<file path="src/rtl/dbg_probe_pkg.sv">
// Shared constants, register-map bit positions and FSM state type for the
// JTAG debug register-file probe.
package dbg_probe_pkg;

   localparam logic [1:0] ADDR_DATA   = 2'd0;
   localparam logic [1:0] ADDR_STATUS = 2'd1;
   localparam logic [1:0] ADDR_CTRL   = 2'd2;

   localparam int ST_VALID   = 0;
   localparam int ST_BUSY    = 1;
   localparam int ST_TIMEOUT = 2;
   localparam int ST_HALTED  = 3;
   localparam int ST_PENDING = 4;
   localparam int ST_IDX_LSB = 8;
   localparam int ST_CNT_LSB = 16;

   localparam int CTRL_START   = 0;
   localparam int CTRL_AUTO_EN = 1;
   localparam int CTRL_CLR_ERR = 2;

   typedef enum logic {
      IDLE,
      WAIT_ACK
   } probe_state_e;

   // The sample count occupies the upper half-word; narrower counters arrive zero-extended.
   function automatic logic [31:0] pack_status(
      input logic       valid,
      input logic       busy,
      input logic       timeout,
      input logic       halted,
      input logic       pending,
      input logic [4:0] idx,
      input logic [15:0] cnt
   );
      logic [31:0] w;
      w = '0;
      w[ST_VALID]          = valid;
      w[ST_BUSY]           = busy;
      w[ST_TIMEOUT]        = timeout;
      w[ST_HALTED]         = halted;
      w[ST_PENDING]        = pending;
      w[ST_IDX_LSB +: 5]   = idx;
      w[ST_CNT_LSB +: 16]  = cnt;
      return w;
   endfunction

endpackage

</file>
<file path="src/rtl/dbg_probe_regs.sv">
// Avalon-MM slave front end: CTRL write decode into strobes, stored auto_en,
// and the zero-wait-state readdata mux.
module dbg_probe_regs
   import dbg_probe_pkg::*;
#(
   parameter int CNT_W = 8
) (
   input  logic             clk,
   input  logic             reset,
   input  logic [1:0]       address_i,
   input  logic             chipselect_i,
   input  logic             write_n_i,
   input  logic [31:0]      writedata_i,
   input  logic [31:0]      data_i,
   input  logic             valid_i,
   input  logic             busy_i,
   input  logic             timeout_i,
   input  logic             halted_i,
   input  logic             pending_i,
   input  logic [4:0]       idx_i,
   input  logic [CNT_W-1:0] count_i,
   output logic             start_o,
   output logic             clear_err_o,
   output logic             auto_en_o,
   output logic [31:0]      readdata_o
);

   logic ctrl_wr;
   logic auto_en_q;
   logic auto_en_d;

   assign ctrl_wr     = chipselect_i && !write_n_i && (address_i == ADDR_CTRL);
   assign start_o     = ctrl_wr && writedata_i[CTRL_START];
   assign clear_err_o = ctrl_wr && writedata_i[CTRL_CLR_ERR];
   assign auto_en_o   = auto_en_q;

   always_comb begin
      auto_en_d = auto_en_q;
      if (ctrl_wr) begin
         auto_en_d = writedata_i[CTRL_AUTO_EN];
      end
   end

   always_ff @(posedge clk) begin
      if (reset) begin
         auto_en_q <= 1'b0;
      end else begin
         auto_en_q <= auto_en_d;
      end
   end

   // CTRL is write-only and address 3 is unmapped; both read back as zero.
   always_comb begin
      readdata_o = '0;
      case (address_i)
         ADDR_DATA:   readdata_o = data_i;
         ADDR_STATUS: readdata_o = pack_status(valid_i, busy_i, timeout_i, halted_i,
                                               pending_i, idx_i, 16'(count_i));
         default:     readdata_o = '0;
      endcase
   end

endmodule

</file>
<file path="src/rtl/dbg_regfile_probe.sv">
// Reads one RISC-V GPR through the core's halted-mode debug port on request
// and publishes the captured value and status to the JTAG Avalon master.
module dbg_regfile_probe
   import dbg_probe_pkg::*;
#(
   parameter int TIMEOUT_W = 8,
   parameter int CNT_W     = 8
) (
   input  logic        clk,
   input  logic        reset,
   input  logic [4:0]  reg_sel,
   input  logic        core_halted,
   output logic        dbg_req,
   output logic [4:0]  dbg_addr,
   input  logic        dbg_ack,
   input  logic [31:0] dbg_rdata,
   input  logic [1:0]  address,
   input  logic        chipselect,
   input  logic        write_n,
   input  logic [31:0] writedata,
   output logic [31:0] readdata
);

   // Last timer value before giving up; the request is held for 2**TIMEOUT_W-1 cycles.
   localparam logic [TIMEOUT_W-1:0] TIMER_LAST = {TIMEOUT_W{1'b1}} - 1'b1;

   probe_state_e         state_q, state_d;
   logic [4:0]           idx_q, idx_d;
   logic [4:0]           cap_idx_q, cap_idx_d;
   logic [4:0]           last_sel_q;
   logic [31:0]          data_q, data_d;
   logic                 valid_q, valid_d;
   logic                 timeout_q, timeout_d;
   logic                 pending_q, pending_d;
   logic [CNT_W-1:0]     count_q, count_d;
   logic [TIMEOUT_W-1:0] timer_q, timer_d;

   logic start;
   logic clear_err;
   logic auto_en;
   logic trigger;

   dbg_probe_regs #(
      .CNT_W (CNT_W)
   ) u_regs (
      .clk          (clk),
      .reset        (reset),
      .address_i    (address),
      .chipselect_i (chipselect),
      .write_n_i    (write_n),
      .writedata_i  (writedata),
      .data_i       (data_q),
      .valid_i      (valid_q),
      .busy_i       (state_q == WAIT_ACK),
      .timeout_i    (timeout_q),
      .halted_i     (core_halted),
      .pending_i    (pending_q),
      .idx_i        (cap_idx_q),
      .count_i      (count_q),
      .start_o      (start),
      .clear_err_o  (clear_err),
      .auto_en_o    (auto_en),
      .readdata_o   (readdata)
   );

   assign trigger  = start || (auto_en && (reg_sel != last_sel_q));
   assign dbg_req  = (state_q == WAIT_ACK);
   assign dbg_addr = idx_q;

   always_comb begin
      state_d   = state_q;
      idx_d     = idx_q;
      cap_idx_d = cap_idx_q;
      data_d    = data_q;
      valid_d   = valid_q;
      timeout_d = timeout_q;
      pending_d = pending_q;
      count_d   = count_q;
      timer_d   = timer_q;

      if (clear_err) begin
         timeout_d = 1'b0;
      end

      case (state_q)
         IDLE: begin
            timer_d = '0;
            if (pending_q && core_halted) begin
               idx_d     = reg_sel;
               pending_d = 1'b0;
               valid_d   = 1'b0;
               // x0 is hardwired to zero, so it completes without a bus read.
               if (reg_sel == 5'd0) begin
                  data_d    = '0;
                  cap_idx_d = 5'd0;
                  valid_d   = 1'b1;
                  count_d   = count_q + 1'b1;
               end else begin
                  state_d = WAIT_ACK;
               end
            end
         end
         WAIT_ACK: begin
            if (dbg_ack) begin
               data_d    = dbg_rdata;
               cap_idx_d = idx_q;
               valid_d   = 1'b1;
               count_d   = count_q + 1'b1;
               state_d   = IDLE;
            end else if (timer_q == TIMER_LAST) begin
               timeout_d = 1'b1;
               state_d   = IDLE;
            end else begin
               timer_d = timer_q + 1'b1;
            end
         end
         default: state_d = IDLE;
      endcase

      // A trigger arriving alongside a launch or capture still queues a fresh read.
      if (trigger) begin
         pending_d = 1'b1;
      end
   end

   always_ff @(posedge clk) begin
      if (reset) begin
         state_q    <= IDLE;
         idx_q      <= '0;
         cap_idx_q  <= '0;
         last_sel_q <= '0;
         data_q     <= '0;
         valid_q    <= 1'b0;
         timeout_q  <= 1'b0;
         pending_q  <= 1'b0;
         count_q    <= '0;
         timer_q    <= '0;
      end else begin
         state_q    <= state_d;
         idx_q      <= idx_d;
         cap_idx_q  <= cap_idx_d;
         last_sel_q <= reg_sel;
         data_q     <= data_d;
         valid_q    <= valid_d;
         timeout_q  <= timeout_d;
         pending_q  <= pending_d;
         count_q    <= count_d;
         timer_q    <= timer_d;
      end
   end

endmodule
</file>
<file path="config.mk">
export PLATFORM = sky130hd
export DESIGN_NAME = dbg_regfile_probe
export DESIGN_NICKNAME = d
export VERILOG_FILES = /design/src/rtl/dbg_probe_pkg.sv /design/src/rtl/dbg_probe_regs.sv /design/src/rtl/dbg_regfile_probe.sv
export SDC_FILE = /design/constraint.sdc
export NUM_CORES = 1
export LEC_CHECK = 0
export ABC_AREA = 1
export CAP_MARGIN = 30
export CORE_ASPECT_RATIO = 0.9
export CORE_MARGIN = 5
export CORE_UTILIZATION = 35
export CTS_BUF_LIST = sky130_fd_sc_hd__clkbuf_16
export CTS_CLUSTER_DIAMETER = 50
export DETAILED_ROUTE_END_ITERATION = 8
export HOLD_SLACK_MARGIN = 0.15
export MAX_ROUTING_LAYER = met4
export SETUP_SLACK_MARGIN = 0.4
export SLEW_MARGIN = 15
export SYNTH_ARGS = -nofsm -noshare
export SYNTH_HDL_FRONTEND = slang
export SYNTH_SLANG_ARGS = --single-unit
</file>
<file path="constraint.sdc">
create_clock -name clk -period 1.4 [get_ports clk]
set_input_delay 0.14 -clock clk [delete_from_list [all_inputs] [get_ports clk]]
set_output_delay 0.14 -clock clk [all_outputs]
set_load 0.05 [all_outputs]
</file>
# Word-level counts from Yosys, hierarchy flattened
# Index checks and enable logic that the tools add are counted.
# classes
addsub,2
n_eq_ne,10
n_mux,32
bitwise,1
n_reduce_logical,16
# op_table
op,count
$pmux W32 S2,2
$mux W32,3
$mux W8,5
$pmux W8 S2,2
$add A8 B1 Y8 const B,2
$mux W5,3
$mux W1,14
$ne A2 B2 Y1 const B,6
$pmux W5 S2,1
$eq A8 B8 Y1 const B,1
$reduce_and A2 Y1,4
$logic_and A1 B1 Y1,6
$logic_not A5 Y1,1
$ne A5 B5 Y1,1
$pmux W1 S2,2
$reduce_and A3 Y1,1
$eq A2 B1 Y1 const B,1
$eq A2 B2 Y1 const B,1
$logic_not A2 Y1,1
$reduce_bool A2 Y1,1
$logic_not A1 Y1,1
$logic_or A1 B1 Y1,1
$not A1 Y1,1
# word_totals
ff_bits,68
inputBits,77
output_inout_bits,38

# Depth between registers and ports, before layout
# logic_depth
depth_word,8
mapped_depth,9
depth_no_buf,9

# Modules after synthesis
# From an unflattened synthesis, not the netlist that was laid out.
# unflattened
hier_cells,477
area_unflattened_um2,3621.0
# by_module_without_submodules
mod,instances,cells_each,area_per_inst_um2,seq_area_each_um2
dbg_regfile_probe,1,370,3105.5,1341.3
dbg_probe_regs,1,107,515.5,20.0

# Worst setup path after synthesis
# OpenSTA, ideal clock, no wires.
# synth_path
path_kind,register to output
startpoint,register state_q (netlist: dbg_req)
endpoint,output port readdata[1]
t_arrival_ns,2.015
t_required_ns,1.260
path_slack_ns,-0.755
path_stages_with_launch,3
n_path_buf,0
cell_sequence,dfxtp_1 > inv_1 > o21ai_0
# synth_between
elab_chain_len,1
# synth_rtl
item,line_no,text
from (decl),dbg_regfile_probe.sv:27,"probe_state_e state_q, state_d;"
from (signal assigned),dbg_regfile_probe.sv:139,state_q <= state_d;
$pmux W32 S2,dbg_probe_regs.sv:55,case (address_i)
to (decl),dbg_regfile_probe.sv:21,output logic [31:0] readdata
# Every way passes these cells.

# Worst setup path after layout
# layout_path
startpoint,register pending_q
endpoint,register count_q[3]
# layout_between
elab_chain_len,3
# layout_rtl
item,line_no,text
from (decl),dbg_regfile_probe.sv:34,"logic pending_q, pending_d;"
from (signal assigned),dbg_regfile_probe.sv:146,pending_q <= pending_d;
$logic_and A1 B1 Y1,dbg_regfile_probe.sv:88,if (pending_q && core_halted) begin
$ne A2 B2 Y1 (no line),-,
$reduce_and A3 Y1 (no line),-,
to (signal assigned),dbg_regfile_probe.sv:147,count_q <= count_d;
to (decl),dbg_regfile_probe.sv:35,"logic [CNT_W-1:0] count_q, count_d;"
# Every way passes these cells.
# A chain may end at the register's enable or synchronous reset.

==> flow_metrics.env <==
export IMPL_p_sw_mw=1.23
export IMPL_start_util=0.353
export IMPL_netlist_area_um2=3380
export IMPL_htreeDepth=3
export IMPL_row_count=34
export IMPL_r2r_cells=7
export IMPL_clk_pin_slew_ps=60
export IMPL_pwr_density_cell_nw_per_um2=759
export IMPL_path_max_fanout=8
export IMPL_dpl_hpwl_mm=6.95
export IMPL_sw_frac_of_total=0.251
export IMPL_num_io_pins=115
export IMPL_dpl_instance_area_um2=4770
export IMPL_power_share_sequential=0.408
export IMPL_dr_pass1_iters=5
export IMPL_max_vdd_ir_drop_v=0.000557
export IMPL_fin_worst_skew_ps=4.87
export IMPL_antennaDiodeCount=0
export IMPL_p_int_mw=3.67
export IMPL_grt_pass1_wl_mm=18.2
export IMPL_drtAntennaViolNets=0
export IMPL_area_growth_pct=91.0
export IMPL_setup_violations=0
export IMPL_cts_tree="built"
export IMPL_core_um2=9570
export IMPL_synth_seq_cells=68
export IMPL_yosysUniqueCellTypes=25
export IMPL_p_comb_frac=0.147
export IMPL_synth_nets=610
export IMPL_drtIter0Drc=137
export IMPL_drive_gt1_frac=0.511
export IMPL_rsz0062_at_grt="yes"
export IMPL_seq_area_frac_synth=0.403
export IMPL_cts_sinks=68
export IMPL_die_area_um2=11700
export IMPL_synth_top_cell_area_share=0.403
export IMPL_status="completed"
export IMPL_yosysTopAreaCell="dfxtp_1"
export IMPL_synth_top_family_by_area="simple AND/OR/NAND/NOR gates"
export IMPL_holdPathStages=3
export IMPL_max_freq_mhz=748
export IMPL_grt_max_degree=43
export IMPL_synth_area_leaders="dfxtp_1 40%, nand2_1 17%, nor2_1 12%"
export IMPL_synth_compound_area_frac=0.0815
export IMPL_startpoint_type="flop"
export IMPL_cts_made_buffers=9
export IMPL_synth_avg_cell_area_um2=6.37
export IMPL_overflow=0
export IMPL_synthCells=530
export IMPL_grt_pass1_vias=3718
export IMPL_critical_path_required_ps=1650
export IMPL_wirelength_mm=12.1
export IMPL_holdWs_ps=309
export IMPL_grt_usage=0.200
export IMPL_wl_met1_mm=5.04
export IMPL_synth_adder_area_share=0.0111
export IMPL_die_y_um=103
export IMPL_muxShareOfSynthArea=0
export IMPL_met2_length_mm=6.44
export IMPL_met3RoutedLength_um=425
export IMPL_arrival_ps=1590
export IMPL_min_path_type="input port to flop"
export IMPL_drv_cap=0
export IMPL_post_route_period_util=0.955
export IMPL_die_w_um=114
export IMPL_crit_type="flop to flop"
export IMPL_place_congestion=0.832
export IMPL_leakagePower_nw=2.59
export IMPL_drt_vias_per_instance=4.81
export IMPL_synth_xor_area_frac=0.0130
export IMPL_worst_pin_slew_ps=351
export IMPL_final_common_cell="nand2_1"
export IMPL_final_area_um2=6450
export IMPL_period_minus_slack_ps=1340
export IMPL_clock_latency_ps=320
export IMPL_routedWlPerCell_um=15.0
export IMPL_dr_total_vias=3879
export IMPL_endpoint_kind="flop"
export IMPL_hold_viol_final=0
export IMPL_layout_common_cells="116 x nand2_1, 76 x nor2_1, 45 x dfxtp_2, 43 x clkdlybuf4s50_1, 41 x buf_4"
export IMPL_synth_simple_area_share=0.392
export IMPL_highest_layer="met4"
export IMPL_antenna_found_initial=0
export IMPL_io_buffers=85
export IMPL_synth_warnings=0
export IMPL_maxSlewHeadroom=0.766
export IMPL_clock_path_buffers=2
export IMPL_drc=0
export IMPL_maxSlewViolCount=0
export IMPL_final_util=0.674
export IMPL_cts_root_buf="clkbuf_16"
export IMPL_nets=756
export IMPL_p_clk_frac=0.445
==> metrics by stage <==
stage / TNS, ps / power [mW] / std cells / setup WS [ps]
2_1_floorplan: 0 / 2.30 / 530 / 225
3_3_place_gp: -12170 / 2.58 / 745 / -245
3_5_place_dp: -12840 / 2.59 / 745 / -252
4_1_cts: 0 / 4.88 / 793 / 85.1
5_1_grt: 0 / 5.06 / 807 / 13.9
6_report: 0 / 4.90 / 807 / 62.5
==> cells by family after synthesis <==
| group | Yosys count |
|---|---|
| simple gates | 322 |
| buf+inv | 77 |
| flops | 68 |
| compound gates | 55 |
| xor+xnor | 5 |
| fa+ha+maj | 3 |
==> state kept, by name (all words and copies together) (netlist names) <==
signal            flops
u_regs.auto_en_o      1
cap_idx_q             5
timer_q               8
dbg_req               1
count_q               8
valid_q               1
last_sel_q            5
timeout_q             1
data_q               32
pending_q             1
dbg_addr              5
==> critical path, stage by stage (launching register included) <==
cell     delay [ps]
dfxtp_2         330
nand2_2          60
nor2_4          160
nand4_4         170
nand2_4         190
buf_16          150
nand2_2          50
a21oi_2         140
==> timing repair <==
action | CTS | global route
pin swaps | 64 | 29
endpoints found under the setup margin | 100 | 101
gates cloned | 8 | 5
setup buffers | 24 | 9
gates resized for setup | 224 | 70
hold buffers | 0 | 0
==> path summary, 6_finish.rpt <==
path | start | to | slack [ps]
max reg2reg | pending_q | count_q[3] | 60
min reg2reg | u_regs.auto_en_o | u_regs.auto_en_o | 450
max | pending_q | count_q[3] | 60
min | address[1] | u_regs.auto_en_o | 310
==> power groups by stage <==
stage | Clock (mW) | Combinational (mW) | Sequential [mW]
3_5_place_dp | 0 | 0.545 | 2.04
2_1_floorplan | 0 | 0.250 | 2.05
3_3_place_gp | 0 | 0.542 | 2.04
6_report | 2.18 | 0.722 | 2.00
5_1_grt | 2.30 | 0.768 | 2.00
4_1_cts | 2.21 | 0.668 | 2.00
==> metal layers <==
| metal | up-vias | global-route usage |
|---|---|---|
| li1 | 1946 | - |
| met1 | 1828 | 0.250 |
| met2 | 88 | 0.340 |
| met3 | 17 | 0.0372 |
| met4 | 0 | 0.0444 |
| met5 | - | - |
==> Yosys cell counts (all sizes together) <==
master,number
or2,1
nand4,6
clkbuf,8
a21oi,30
buf,17
nand2,160
ha,3
dfxtp,68
nand3,47
o21ai,25
xor2,4
xnor2,1
clkinv,1
inv,51
nor2,108
==> cell type report <==
type                       count  area [µm²]
clock buffer                   9         225
clock inverter                 7        58.8
fill                         755        3120
inverter                      52         221
multi-input combinational    386        2440
sequential                    68        1460
tap                          126         158
timing repair buffer         159        1890
No activity file was read; power rests on OpenSTA's default activity.
